File: src/rtl/wave_capture_param.sv
// Triggered waveform capture into a double-buffered RAM: arms on a trigger condition, stores one
// decimated frame into the half the display is not reading, then waits for the display to swap.
module wave_capture_param #(
  parameter int unsigned SAMPLE_W   = 16,
  parameter int unsigned OUT_W      = 8,
  parameter int unsigned DEPTH_LOG2 = 8
) (
  input  logic                  clk,
  input  logic                  reset,
  input  logic                  new_sample_ready,
  input  logic [SAMPLE_W-1:0]   new_sample_in,
  input  logic [1:0]            trig_mode,
  input  logic [SAMPLE_W-1:0]   threshold,
  input  logic [3:0]            decim,
  input  logic                  wave_display_idle,
  output logic [DEPTH_LOG2:0]   write_address,
  output logic                  write_enable,
  output logic [OUT_W-1:0]      write_sample,
  output logic                  read_index,
  output logic                  armed,
  output logic                  frame_done
);

  localparam logic [1:0] StArmed  = 2'd0;
  localparam logic [1:0] StActive = 2'd1;
  localparam logic [1:0] StWait   = 2'd2;

  localparam logic [OUT_W-1:0] MsbMask = OUT_W'(1) << (OUT_W - 1);

  logic [1:0]            state_q, state_d;
  logic [DEPTH_LOG2-1:0] offset_q, offset_d;
  logic [3:0]            dec_cnt_q, dec_cnt_d;
  logic [3:0]            decim_q, decim_d;
  logic                  prev_valid_q, prev_valid_d;
  logic [SAMPLE_W-1:0]   prev_q, prev_d;
  logic                  read_index_q, read_index_d;
  logic                  we_q, we_d;
  logic [DEPTH_LOG2:0]   waddr_q, waddr_d;
  logic [OUT_W-1:0]      wsample_q, wsample_d;
  logic                  frame_done_q, frame_done_d;

  logic                  trig;
  logic                  do_store;
  logic [DEPTH_LOG2-1:0] store_off;
  logic [OUT_W-1:0]      store_val;

  assign store_val = new_sample_in[SAMPLE_W-1 -: OUT_W] ^ MsbMask;

  always_comb begin
    unique case (trig_mode)
      2'b00:   trig = prev_valid_q && prev_q[SAMPLE_W-1] && !new_sample_in[SAMPLE_W-1];
      2'b01:   trig = prev_valid_q && !prev_q[SAMPLE_W-1] && new_sample_in[SAMPLE_W-1];
      2'b10:   trig = prev_valid_q && ($signed(prev_q) < $signed(threshold)) &&
                      ($signed(new_sample_in) >= $signed(threshold));
      default: trig = 1'b1;
    endcase
  end

  always_comb begin
    state_d      = state_q;
    offset_d     = offset_q;
    dec_cnt_d    = dec_cnt_q;
    decim_d      = decim_q;
    prev_valid_d = prev_valid_q;
    prev_d       = prev_q;
    read_index_d = read_index_q;
    waddr_d      = waddr_q;
    wsample_d    = wsample_q;
    we_d         = 1'b0;
    frame_done_d = 1'b0;
    do_store     = 1'b0;
    store_off    = offset_q;

    if (new_sample_ready) begin
      prev_d       = new_sample_in;
      prev_valid_d = 1'b1;
    end

    unique case (state_q)
      StArmed: begin
        if (new_sample_ready && trig) begin
          do_store  = 1'b1;
          store_off = '0;
          offset_d  = DEPTH_LOG2'(1);
          dec_cnt_d = '0;
          decim_d   = decim;
          state_d   = StActive;
        end
      end
      StActive: begin
        if (new_sample_ready) begin
          if (dec_cnt_q == decim_q) begin
            do_store  = 1'b1;
            dec_cnt_d = '0;
            offset_d  = offset_q + DEPTH_LOG2'(1);
            if (offset_q == '1) begin
              frame_done_d = 1'b1;
              state_d      = StWait;
            end
          end else begin
            dec_cnt_d = dec_cnt_q + 4'd1;
          end
        end
      end
      StWait: begin
        if (wave_display_idle) begin
          read_index_d = ~read_index_q;
          state_d      = StArmed;
        end
      end
      default: state_d = StArmed;
    endcase

    if (do_store) begin
      we_d      = 1'b1;
      waddr_d   = {~read_index_q, store_off};
      wsample_d = store_val;
    end
  end

  always_ff @(posedge clk or negedge reset) begin
    if (!reset) begin
      state_q      <= StArmed;
      offset_q     <= '0;
      dec_cnt_q    <= '0;
      decim_q      <= '0;
      prev_valid_q <= 1'b0;
      prev_q       <= '0;
      read_index_q <= 1'b0;
      we_q         <= 1'b0;
      waddr_q      <= '0;
      wsample_q    <= '0;
      frame_done_q <= 1'b0;
    end else begin
      state_q      <= state_d;
      offset_q     <= offset_d;
      dec_cnt_q    <= dec_cnt_d;
      decim_q      <= decim_d;
      prev_valid_q <= prev_valid_d;
      prev_q       <= prev_d;
      read_index_q <= read_index_d;
      we_q         <= we_d;
      waddr_q      <= waddr_d;
      wsample_q    <= wsample_d;
      frame_done_q <= frame_done_d;
    end
  end

  assign write_address = waddr_q;
  assign write_enable  = we_q;
  assign write_sample  = wsample_q;
  assign read_index    = read_index_q;
  assign frame_done    = frame_done_q;
  assign armed         = (state_q == StArmed);

endmodule

File: config.mk
export PLATFORM = sky130hd
export DESIGN_NAME = wave_capture_param
export DESIGN_NICKNAME = d
export VERILOG_FILES = /design/src/rtl/wave_capture_param.sv
export SDC_FILE = /design/constraint.sdc
export NUM_CORES = 1
export LEC_CHECK = 0
export CAP_MARGIN = 20
export CORE_ASPECT_RATIO = 2
export CORE_MARGIN = 5
export CORE_UTILIZATION = 37
export DETAILED_ROUTE_END_ITERATION = 8
export PLACE_DENSITY = 0.72
export SETUP_SLACK_MARGIN = 0.2
export SYNTH_ARGS = -nofsm -noshare
export SYNTH_HDL_FRONTEND = slang
export SYNTH_SLANG_ARGS = --single-unit
File: constraint.sdc
create_clock -name clk -period 4.8 [get_ports clk]
set_input_delay 0.96 -clock clk [delete_from_list [all_inputs] [get_ports clk]]
set_output_delay 0.96 -clock clk [all_outputs]
set_load 0.02 [all_outputs]
==> flow_summary.toml <==
[run_status]
status = "finished, final reports clean"

[clock_network]
cts_tree = "done"
clock_tree.root_cell = "clkbuf_16"
path_clk_slew_ns = 0.07
postCtsHoldBufs = 0
clock_insertion_delay_worst_skew_ns = 0.29
numClockSinks = 55
ctsResizeCount = 0
htree_depth = 2
clock_tree.buffer_depth = 2
cts_post_setup_buffers_inserted = 0
numCtsBuffers = 5

[synthesis]
synth_fp_nets = 364
synth-edff-count = 0
synth-seq-area-share_pct = 43.9
postSynthCellCount = 289
synthMostInstantiatedCell = "dfrtp_1"
synthesis.area_um2 = 3140
netlist.area_leader.share_pct = 43.9
ys_types = 40
synth_flop_cell = "dfrtp_1"
syn_area_per_cell_um2 = 10.8
share_of_synthesized_registers_carrying_an_async_set_or_reset_pct = 100
ys_ff_latch = 55
yosysWarningCount = 0
synth.largest_area_cell = "dfrtp_1"
ys_top_cells_by_count = "55 x dfrtp_1, 33 x ha_1, 26 x nor2_1, 21 x nand2_1"
synth_area_leaders = "dfrtp_1 44%, ha_1 13%, mux2_2 7.2%"

[routing]
routed_wirelength_um = 7360
via_per_inst = 5.22
vias = 2377
detail_route.first_pass.iterations = 4
drc = 0
drt.antenna.violating_nets = 0
drt_iter0_drc = 90
routed_wire_length_per_instance_um = 16.2

[global_route]
initial_antenna_violation_count = 0
grt_remaining_overflow = 0
first_pass_grt_wire_length_um = 12100
first_global_vias = 2677
grt_use_met2_pct = 28.4
grt_max_degree = 56
met3_track_demand_over_resource_pct = 2.73
gr-max-usage-layer = "met2"
global_route_usage_sum_pct = 14.9
groute.layer.met1.usage_pct = 14.6

[layout]
syn_to_final_growth_pct = 29.4
nFillCells = 773
multiInputGateArea_um2 = 1650
layout.nets = 431
insertedDiodeCount = 0
layout-drive-gt1-share_pct = 14.0
register_area_um2 = 1380

[sta]
final_hold_viol_count = 0
finalSetupViolations = 0
setup_tns_ns = 0
timing.slew.headroom_pct = 51.5
post-route-period-util_pct = 75.3
timing.fmax_ghz = 0.277
worst_hold_slack_ns = 0.504
tightest_slew_ns = 0.728
finalMaxSlewViolations = 0
period_minus_slack_ns = 3.61
worst_clock_skew_ns = 0.00531
grt_setup_unrepaired = "false"

[power]
ir_worst_vdd_v = 0.000278
p_per_area_nw_per_um2 = 386
power.static_leakage_nw = 1.91

[flow_run]
cap_violations = 0

[worst_setup_path]
critical_path_arrival_ns = 3.83
cp.required_ns = 5.02
path_max_fanout = 18
setup.worst_path.class = "in -> reg"
crit_path_end_kind = "flip-flop"
worst_setup_path_start_kind = "input pin"
register_to_register_path_setup_slack_ns = 2.22

[place]
place_hpwl_um = 5730
globalplace.congestion = 0.767
port-buffer-count = 62

[die]
die-area_um2 = 10500
boundaryPins = 63
die_w_um = 75.1
die_height_um = 140
floorplan.initialDensity_pct = 37.8
std_cell_rows = 47
core_region_um2 = 8290

[worst_hold_path]
worstHoldPathType = "reg -> reg"
==> layer usage <==
metal / up-vias / part of all wire (%)
met1: 1156 / 36
met2: 60 / 57
met3: 14 / 4.3
li1: 1147 / -
met4: 0 / 3.1
met5: - / 0
==> area by class of cell <==
class                   count  area share (%)
repair buffers             66            15.9
well taps                  98            3.02
flip-flops and latches     55            33.9
multi-input cells         208            40.5
clock buffers               5            3.08
inverters                  20            1.85
clock inverters             3            1.67
==> report_power, final <==
group / internal (mW) / leakage [nW] / switching, mW
registers: 0.552 / 0.674 / 0.0699
clock network: 0.299 / 0.0900 / 0.168
logic: 0.241 / 1.15 / 0.235
total: 1.09 / 1.91 / 0.473
==> registers in the layout, indices dropped and copies added, names as in the netlist, 2 cells and up <==
name	flops
dec_cnt_q	4
decim_q	4
offset_q	8
prev_q	16
state_q	2
write_address	9
write_sample	8
==> logic make-up (layout without fill, tap and decap cells) <==
kind of cell | count (synthesis) | after routing | share of synthesized area, %
xor gates and xnor gates | 13 | 13 | 3.63
muxes | 35 | 35 | 13.2
AOI/OAI and AO/OA | 39 | 39 | 8.02
buffers and inverters | 26 | 94 | 3.63
and+or+nand+nor | 88 | 88 | 14.4
adders and majority gates | 33 | 33 | 13.2
DFF | 55 | 55 | 43.9
==> worst paths after layout <==
kind	start	cells past startpoint	to
hold reg to reg	read_index	1	read_index
min in group asynchronous	reset	2	write_sample[0]
hold / removal	read_index	1	read_index
setup reg to reg	dec_cnt_q[0]	7	write_sample[2]
setup / recovery	new_sample_in[15]	10	offset_q[0]
max in group asynchronous	reset	2	write_sample[4]
==> worst max-delay path: stages <==
cell and delay, ns:
clkdlybuf4s50_1 0.51, ha_1 0.46, nand4_2 0.21, nor4_2 0.42, nand2_1 0.21, and2_1 0.24
a21oi_4 0.32, buf_4 0.30, nor3_1 0.06, a21oi_1 0.14
==> through the flow <==
step           instances  worst slack, ns  power (mW)  utilization [%]  area (um2)
2_1_floorplan        289             1.79       0.895                -        3140
3_3_place_gp         447            0.910        1.10             46.6        3860
3_5_place_dp         447            0.847        1.11             46.6        3860
4_1_cts              455             1.17        1.59             48.9        4060
5_1_grt              455             1.02        1.65             48.9        4060
6_report             455             1.19        1.56             48.9        4060
==> layout by cell type, fill, tap and decap left out, types with 2 or more instances in the layout <==
cell             Yosys  layout
a211oi_1             2       2
a21oi_1             19      19
and3_1               3       3
buf_4                0       4
bufinv_16            0       2
clkbuf_16            0       5
clkdlybuf4s50_1      0      61
dfrtp_1             55      55
ha_1                33      33
inv_1               20      20
mux2_2              20      20
mux2_4               8       8
mux2i_1              7       7
nand2_1             21      21
nand3_1              8       8
nand4_1              8       8
nor2_1              26      26
nor2b_1              3       3
nor3_1               5       5
o21ai_0              9       9
o21bai_1             2       2
or2_2                2       2
or3_1                3       3
xor2_1              12      12
Power figures use the tool's default switching activity.
